==> config.mk <==
export PLATFORM = sky130hd
export DESIGN_NAME = port_input_conditioner
export DESIGN_NICKNAME = d
export VERILOG_FILES = /design/src/rtl/port_input_conditioner.sv
export SDC_FILE = /design/constraint.sdc
export NUM_CORES = 1
export LEC_CHECK = 0
export CORE_ASPECT_RATIO = 1.1
export CORE_UTILIZATION = 47
export CTS_CLUSTER_DIAMETER = 80
export DETAILED_ROUTE_END_ITERATION = 10
export GPL_ROUTABILITY_DRIVEN = 0
export HOLD_SLACK_MARGIN = 0.1
export REMOVE_ABC_BUFFERS = 1
export SYNTH_ARGS = -nofsm -noshare
export SYNTH_HDL_FRONTEND = slang
export SYNTH_SLANG_ARGS = --single-unit
==> constraint.sdc <==
create_clock -name clk -period 3.2 [get_ports clk]
set_input_delay 0.64 -clock clk [delete_from_list [all_inputs] [get_ports clk]]
set_output_delay 0.64 -clock clk [all_outputs]
set_load 0.01 [all_outputs]
==> src/rtl/port_input_conditioner.sv <==
// Input-port conditioner: synchronises and debounces slide switches and active-low buttons into PortIn.
// Define PORTIN_STICKY_FLAGS_EN to add CPU-cleared sticky press flags at port_in[7:6].
module port_input_conditioner #(
  parameter int DEBOUNCE_CYCLES = 500000,
  parameter int CNT_W           = 20,
  parameter int SYNC_STAGES     = 2
) (
  input  logic       clk,
  input  logic       rst_n,
  input  logic [3:0] slide,
  input  logic [1:0] button,
  input  logic [1:0] flag_clr,
  output logic [7:0] port_in,
  output logic [1:0] btn_level,
  output logic [1:0] press_pulse
);

  localparam int              NCH      = 6;
  // Buttons idle high on the board, so their sync flops reset to 1 and are inverted after the chain.
  localparam logic [NCH-1:0]  ACT_LOW  = 6'b11_0000;
  localparam logic [CNT_W-1:0] CNT_LAST = CNT_W'(DEBOUNCE_CYCLES - 1);

  logic [NCH-1:0]   sync_q [SYNC_STAGES];
  logic [NCH-1:0]   synced;
  logic [NCH-1:0]   stable_q, stable_d;
  logic [CNT_W-1:0] cnt_q [NCH];
  logic [CNT_W-1:0] cnt_d [NCH];
  logic [1:0]       press_q, press_d;
  logic [1:0]       flags;

  // NOTE: sequential state uses non-blocking assignments so every flop samples pre-edge values.
  always_ff @(posedge clk or negedge rst_n) begin
    if (!rst_n) begin
      for (int s = 0; s < SYNC_STAGES; s++) sync_q[s] <= ACT_LOW;
    end else begin
      sync_q[0] <= {button, slide};
      for (int s = 1; s < SYNC_STAGES; s++) sync_q[s] <= sync_q[s-1];
    end
  end

  assign synced = sync_q[SYNC_STAGES-1] ^ ACT_LOW;

  // NOTE: every output of this block gets a default first, so no latch can be inferred.
  always_comb begin
    stable_d = stable_q;
    for (int i = 0; i < NCH; i++) begin
      cnt_d[i] = '0;
      if (synced[i] != stable_q[i]) begin
        if (cnt_q[i] == CNT_LAST) stable_d[i] = synced[i];
        else                      cnt_d[i]    = cnt_q[i] + CNT_W'(1);
      end
    end
    press_d = stable_d[5:4] & ~stable_q[5:4];
  end

  // NOTE: the counter array is reset, unlike a RAM, because a stale count would shorten qualification.
  always_ff @(posedge clk or negedge rst_n) begin
    if (!rst_n) begin
      stable_q <= '0;
      press_q  <= '0;
      for (int i = 0; i < NCH; i++) cnt_q[i] <= '0;
    end else begin
      stable_q <= stable_d;
      press_q  <= press_d;
      for (int i = 0; i < NCH; i++) cnt_q[i] <= cnt_d[i];
    end
  end

`ifdef PORTIN_STICKY_FLAGS_EN
  logic [1:0] flag_q, flag_d;

  // Set has priority over clear so a press landing on a clear strobe is not lost.
  assign flag_d = press_d | (flag_q & ~flag_clr);

  always_ff @(posedge clk or negedge rst_n) begin
    if (!rst_n) flag_q <= '0;
    else        flag_q <= flag_d;
  end

  assign flags = flag_q;
`else
  logic unused_flag_clr;
  assign unused_flag_clr = ^flag_clr;
  assign flags           = 2'b00;
`endif

  assign port_in     = {flags, stable_q[5:4], stable_q[3:0]};
  assign btn_level   = stable_q[5:4];
  assign press_pulse = press_q;

endmodule
# --- Yosys cells after proc, flatten, opt, wreduce, memory -nomap -nowiden ---
# Index checks and enable logic that the tools add are counted.
classes:
  bitwise: 3
  n_mux: 16
  n_eq_ne: 12
  add_sub_neg: 6
  n_reduce_logical: 4
ops:
  columns: ["cell", "count"]
  rows:
  - ["20-bit two-way mux", 12]
  - ["20-bit by 1-bit adder with 20-bit output, second input constant", 6]
  - ["20-bit by 19-bit == test with 1-bit output, second input constant", 6]
  - ["2-bit AND reduction", 4]
  - ["1-bit inequality test", 6]
  - ["1-bit two-way mux", 4]
  - ["2-bit inverter", 2]
  - ["2-bit bitwise AND", 1]
totals:
  inputBits: 10
  regBits: 140
  out_inout_bits: 12
  word_cells: 55

# --- Logic depth before layout (Yosys ltp) ---
# Gate-level depths: netlist (run 1).
logic_depth:
  ltp_word: 4
  depth_mapped: 7
  mapped_depth_nobuf: 5

# --- Worst setup path after synthesis (run 1) ---
# No wires, ideal clock.
synth_timing:
  path_type: "register to register"
  startpoint: "register cnt_q[20] (netlist name)"
  endpoint: "register cnt_q[38] (netlist name)"
  arrival_ns: 1.570
  n_path_buf: 0
  setup_time_ns: 0.138
  period_less_slack_ns: 1.708
  path_slack_ns: 1.492
  t_required_ns: 3.062
  path_stages_with_launch: 6
  path_cell_list: "dfrtp_1 -> ha_1 -> nand4_2 -> nor4_1 -> a31o_2 -> a21oi_1"
synth_lines:
  columns: ["item", "line_no", "rtl"]
  rows:
  - ["start, declared", "26", "logic [CNT_W-1:0] cnt_q [NCH];"]

==> results of run 1 <==
[state kept, by name, summed over array words and instances (netlist names)]
register     flops
sync_q          12
press_pulse      2
stable_q         6
cnt_q          120
[cells in the mapped netlist (3+ instances only)]
cell type  count
nor3b_1        3
or4_1         12
o31ai_1       10
nor4b_1        5
and3_1         4
xnor2_1       53
nor2_1       108
or2_2          3
xor2_1        32
nand4_2        6
o21ai_0       11
nor3_1        24
dfstp_2        4
inv_1         31
ha_1           6
a31o_2         3
nand2_1       28
clkbuf_1       3
and2_1         3
mux2_2         4
buf_4          4
dfrtp_1      136
and4_1         9
nand4bb_1      3
nand3_1       40
a21oi_1       28
or3_1         13
nand4_1       33
nor4_1        17
buf_2          8
mux2i_1        4
[cells in the final DEF, fill, tap and decap left out, types with 3 or more instances in the layout]
cell             count
clkbuf_16           17
nor4_1              17
and4_1               9
nand4_2              6
and2_1               3
nand4bb_1            3
dfstp_2              4
clkbuf_8             5
and3_1               4
mux2i_1              4
o31ai_1             10
nand4_1             33
nor4b_1              5
o21ai_0             11
or4_1               12
or2_2                3
or3_1               13
ha_1                 6
nand2_1             28
nor3b_1              3
clkbuf_1             3
mux2_2               4
nor3_1              24
clkinv_2             3
clkdlybuf4s50_1     16
a21oi_1             28
xnor2_1             53
dfrtp_1            136
nand3_1             40
a31o_2               3
inv_1               31
xor2_1              32
nor2_1             108
[area by class of cell]
cell class,instances,area (µm²),area share
clock buffers,25,505,0.0651
clock inverters,6,83.8,0.0108
inverters,31,116,0.0150
multi-input cells,486,3120,0.402
flip-flops and latches,140,3510,0.452
well taps,188,235,0.0303
repair buffers,19,199,0.0256
[cells by family (layout without fill, tap and decap cells)]
group | after synthesis | in the layout | synth area share
AND/OR/NAND/NOR | 325 | 325 | 0.261
adder cells (fa/ha/maj) | 6 | 6 | 0.0110
other | 1 | 2 | 0.000548
AO/OA/AOI/OAI | 60 | 60 | 0.0614
multiplexers | 8 | 8 | 0.0124
flip-flops | 140 | 140 | 0.513
XOR/XNOR | 85 | 85 | 0.109
buffers and inverters | 49 | 81 | 0.0320
[metrics by stage]
stage                     worst slack (ps)  power [W]  instance area [µm²]
final                                 1130    0.00389                 7770
after global routing                   928    0.00404                 7770
after CTS                             1100    0.00395                 7770
after detailed placement              1100    0.00198                 7180
after global placement                1170    0.00197                 7180
after floorplan                       1460    0.00191                 6750
[worst max-delay path by stage]
stage,start,end,depth (start not counted)
2_1_floorplan,cnt_q[6]$_DFF_PN0_,cnt_q[10]$_DFF_PN0_,4
5_1_grt,cnt_q[80]$_DFF_PN0_,cnt_q[94]$_DFF_PN0_,5
4_1_cts,cnt_q[60]$_DFF_PN0_,cnt_q[66]$_DFF_PN0_,4
3_3_place_gp,cnt_q[0]$_DFF_PN0_,cnt_q[5]$_DFF_PN0_,4
6_report,cnt_q[60]$_DFF_PN0_,cnt_q[66]$_DFF_PN0_,4
3_5_place_dp,cnt_q[60]$_DFF_PN0_,cnt_q[66]$_DFF_PN0_,4
[where the power goes]
group | total (W) | internal [W] | leakage (nW) | switching, W
combinational | 0.000113 | 0.0000361 | 0.911 | 0.0000774
sequential | 0.00183 | 0.00180 | 1.91 | 0.0000261
clock | 0.00195 | 0.00124 | 0.293 | 0.000707
[critical path: cells and delay by family (launching register included)]
kind                     cells  cell delay (ps)
AO/OA/AOI/OAI                1              960
flip-flops                   1              380
AND/OR/NAND/NOR              2              330
adder cells (fa/ha/maj)      1              230
[metal layers]
| layer | wire [µm] | GRT usage | up-vias | share of wire |
|---|---|---|---|---|
| met5 | 0 | 0 | - | 0 |
| met1 | 6030 | 0.244 | 2396 | 0.49 |
| met3 | 337 | 0.0433 | 17 | 0.027 |
| met4 | 226 | 0.0871 | 0 | 0.018 |
| li1 | - | - | 2427 | - |
| met2 | 5700 | 0.292 | 61 | 0.46 |
==> flow_summary_export.csv, run 1 <==
group,metric,value,unit
routing,via_count,4901,
placement,dp_cells,864,
worst_setup_path,ff2ff_path_depth,4,
routing,first_pass_iters,4,
sta,fin_skew,5.32,ps
logic_synthesis,synth-seq-cells,140,
clock_network,cts_tree,"done",
worst_setup_path,ff2ff_setup_slack,1130,ps
logic_synthesis,synth_edf_count,0,
power_and_ir_drop,p_leak,3.11,nW
floorplan,dieArea,0.0151,mm²
floorplan,start_util,0.488,
logic_synthesis,synth.largest_area_cell,"dfrtp_1",
grt,first_global_vias,4753,
sta,relSlewSlack,0.351,
routing,via_per_inst,5.48,
sta,finalHoldViolations,0,
clock_network,cts_max_path_buffers,2,
grt,grt_start_max_net_pins,62,
routing,drc_errors,0,
sta,rsz0062_at_grt,"false",
sta,drv_slew,0,
sta,worst_slew_pin_slew,970,ps
min_path,hold_path_class,"primary input to async pin",
grt,grt_pass1_wl,21900,µm
clock_network,clkLatencyLatePin,420,ps
worst_setup_path,crit_arrival,2330,ps
logic_synthesis,avgSynthCellArea,10.2,µm²
run_status,status,"finished clean",
worst_setup_path,crit_path_end_kind,"flop",
floorplan,die-width,117,µm
sta,fin_crit_sh,0.647,
grt,grt_usage,0.186,
cells_and_area,layout-drive-gt1-share,0.0919,
cells_and_area,final_cells,895,
cells_and_area,n_antenna_cell,0,
placement,port_buffers,17,
routing,antenna_left,0,
routing,wl,12300,µm
logic_synthesis,synthArstFlopShare,1.00,
sta,hold_ws,131,ps
worst_setup_path,path_max_fanout,18,
flow_run,cap_violations,0,
power_and_ir_drop,max-vdd-ir-drop,0.382,mV
clock_network,post_cts_buffers,0,
sta,period_needed,2070,ps
logic_synthesis,synth.distinct_cells,49,
clock_network,cts_buffers,17,
grt,antenna_found_initial,0,
floorplan,fp-row-count,45,
worst_setup_path,path_cells,"ha_1, nand4_1, o41ai_4, nor2_1",
clock_network,cts_resized,0,
power_and_ir_drop,pwr_density_cell,501,mW/mm²
cells_and_area,final_core_util,0.554,
clock_network,cts_max_level,4,
sta,tns,0,ps
logic_synthesis,yosysSeqAreaShare,0.513,
clock_network,clk_pin_slew_worst_paths,60,ps
worst_setup_path,cp-start-kind,"flop",
logic_synthesis,synthCells,674,
clock_network,hold_buffers,0,
logic_synthesis,synth_area_leaders,"dfrtp_1, xnor2_1, nor2_1",
worst_setup_path,worst-setup-path-type,"flop to flop",
placement,post-dp-hpwl,8260,µm
worst_setup_path,cpPeakStageDelay,960,ps
floorplan,io_pins,22,
grt,grt.overflow.total,0,
worst_setup_path,regToRegEndpoint,"cnt_q[66]$_DFF_PN0_",
worst_setup_path,cp_slowest_cell,"o41ai_4",
logic_synthesis,synth_area,0.00685,mm²
clock_network,cts-root-buf,"clkbuf_16",
sta,fmax,483,MHz
logic_synthesis,yosys_warnings,0,
cells_and_area,fillers,1223,
sta,setup_viol,0,
floorplan,core,0.0140,mm²
floorplan,die_y,129,µm
logic_synthesis,synth-main-ff-cell,"dfrtp_1",
routing,drt-initial-drc-count,261,
worst_setup_path,cp.required,3460,ps
worst_setup_path,rr_startpoint,"cnt_q[60]$_DFF_PN0_",
clock_network,clock_sinks,140,
cells_and_area,area_delta_synth_final,13.5,%
cells_and_area,nets,711,
routing,wire_per_inst,13.7,µm
logic_synthesis,synth_top_area_share,0.497,
(Power assumes the default switching activity.)
==> inputs of run 2 (changes only) <==
==> constraint.sdc (replaced) <==
create_clock -name clk -period 1.97 [get_ports clk]
set_input_delay 0.394 -clock clk [delete_from_list [all_inputs] [get_ports clk]]
set_output_delay 0.394 -clock clk [all_outputs]
set_load 0.01 [all_outputs]
==> run 2 against run 1 <==
Against the previous run: cell count up 2.7%; first-iteration DRC count increased by 26%; global-route usage increased by 0.59 points; non-clock buffer count is 23 higher; fmax is 13% higher; critical path depth unchanged; core utilization rose by 1.4 points; register-to-register slack worse by 1000 ps; design area increased by 2.6%; largest cell class unchanged; largest power group unchanged; highest routed layer unchanged.
==> flow_summary_export.csv, run 2 (same netlist as run 1, synthesis figures left out) <==
group,metric,value,unit
power_and_ir_drop,max-vdd-ir-drop,0.657,mV
routing,wl,12800,µm
clock_network,cts_max_level,4,
min_path,hp-start,"sync_q[7]$_DFF_PN0_",
cells_and_area,largest_reg_flops,120,
routing,dr_wl_met3,316,µm
cells_and_area,nets,734,
cells_and_area,largestRegisters,"cnt_q: 120 flops, sync_q: 12 flops, stable_q: 6 flops",
clock_network,cts_max_path_buffers,2,
clock_network,clk_pin_slew_worst_paths,60,ps
clock_network,clkLatencyLatePin,410,ps
clock_network,cts_buffers,17,
sta,drv_slew,0,
sta,fin_crit_sh,0.934,
worst_setup_path,crit_start,"cnt_q[55]$_DFF_PN0_",
floorplan,io_pins,22,
run_status,status,"finished clean",
worst_setup_path,rr_startpoint,"cnt_q[55]$_DFF_PN0_",
worst_setup_path,path_cells,"nand4_1, or4_1, nor2_1, mux2_2",
floorplan,core,0.0140,mm²
grt,grt_pass1_wl,22600,µm
power_and_ir_drop,p_leak,3.23,nW
worst_setup_path,crit_path_end_kind,"flop",
routing,antenna_left,0,
clock_network,clock_sinks,140,
routing,routed.top_layer,"met4",
placement,postPlaceCellArea,0.00735,mm²
grt,grt_usage,0.192,
placement,post-dp-hpwl,8650,µm
sta,finalHoldViolations,0,
floorplan,start_util,0.488,
sta,fin_skew,4.52,ps
routing,wl_met1,6260,µm
routing,via_count,4943,
routing,met2_length,5990,µm
floorplan,die-width,117,µm
cells_and_area,largest-register,"cnt_q",
min_path,hold_end,"sync_q[1]$_DFF_PN0_",
worst_setup_path,ff2ff_setup_slack,130,ps
cells_and_area,final_cell_mix,"dfrtp_1, nor2_1, xnor2_1, nand3_1, nand4_1",
routing,first_pass_iters,5,
floorplan,fp-row-count,45,
floorplan,die_y,129,µm
routing,via_per_inst,5.38,
flow_run,cap_violations,0,
grt,grt_start_max_net_pins,48,
cells_and_area,n_antenna_cell,0,
cells_and_area,final_common_cell,"dfrtp_1",
routing,drc_errors,0,
worst_setup_path,cp-start-kind,"flop",
worst_setup_path,worst-setup-path-type,"flop to flop",
worst_setup_path,cpPeakStageDelay,540,ps
min_path,hold_path_class,"flop to flop",
routing,drt-initial-drc-count,330,
grt,first_global_vias,4812,
sta,period_needed,1840,ps
floorplan,dieArea,0.0151,mm²
grt,grt.overflow.total,0,
sta,fmax,543,MHz
worst_setup_path,cp_slowest_cell,"or4_1",
worst_setup_path,regToRegEndpoint,"stable_q[3]$_DFFE_PN0P_",
worst_setup_path,ff2ff_path_depth,4,
cells_and_area,fin_area,0.00797,mm²
sta,rsz0062_at_grt,"false",
min_path,hold_depth,0,
cells_and_area,layout-drive-gt1-share,0.120,
cells_and_area,area_delta_synth_final,16.5,%
sta,setup_viol,0,
routing,wire_per_inst,13.9,µm
power_and_ir_drop,pwr_density_cell,801,mW/mm²
sta,tns,0,ps
worst_setup_path,crit_arrival,2140,ps
grt,antenna_found_initial,0,
clock_network,cts-root-buf,"clkbuf_16",
cells_and_area,final_core_util,0.569,
worst_setup_path,path_max_fanout,5,
worst_setup_path,cp.required,2270,ps
clock_network,cts_tree,"done",
placement,port_buffers,17,
## run 2: changes by cell type in the layout (fill, tap and decap cells not counted), sizes merged
| cell | change |
|---|---|
| buf | +22 |
| bufinv | +1 |
| clkbuf | -4 |
| clkinv | +3 |
| clkinvlp | +1 |
| dlygate4sd3 | +1 |
## run 2: cell type report
class	instances	area (µm²)
fillers	1231	6050
flip-flops and latches	140	3510
multi-input cells	486	3130
clock buffers	21	450
repair buffers	42	387
well taps	188	235
clock inverters	11	144
inverters	31	116
## run 2: stage by stage
stage | hold slack (ps) | worst slack, ps | instances | total power, W
floorplan | 98.4 | 231 | 657 | 0.00310
global placement | 333 | 141 | 885 | 0.00322
detailed placement | 335 | 121 | 885 | 0.00323
CTS | 349 | 123 | 918 | 0.00648
global route | 361 | 9.29 | 919 | 0.00663
finish | 348 | 130 | 919 | 0.00639
## run 2: critical path, delay by kind of cell (launching register included)
family / cells / cell delay [ps]
flip-flops: 1 / 410
AND/OR/NAND/NOR: 3 / 950
multiplexers: 1 / 360
## run 2: worst max path at each step
stage	slack, ps	cells past startpoint	to
6_report	130	4	stable_q[3]$_DFFE_PN0P_
5_1_grt	9	5	cnt_q[118]$_DFF_PN0_
4_1_cts	120	4	stable_q[3]$_DFFE_PN0P_
3_5_place_dp	120	4	stable_q[3]$_DFFE_PN0P_
3_3_place_gp	140	4	stable_q[3]$_DFFE_PN0P_
2_1_floorplan	230	4	cnt_q[10]$_DFF_PN0_
## run 2: layer usage
metal | global-route usage | up-vias
met4 | 0.0722 | 0
li1 | - | 2473
met2 | 0.303 | 57
met5 | 0 | -
met1 | 0.257 | 2396
met3 | 0.0457 | 17
## run 2: what timing repair did
item | 4_1_cts | 5_1_grt
setup buffers | 0 | 1
gates resized for setup | 0 | 1
endpoints found under the hold margin | 41 | 0
hold buffers | 1 | 0
setup endpoints to repair | 0 | 11
## run 2: report_power, final
part	total (W)	internal, W	leakage, nW	switching, W
Sequential	0.00296	0.00292	1.91	0.0000409
Combinational	0.000209	0.0000761	1.03	0.000133
Clock	0.00322	0.00202	0.291	0.00120
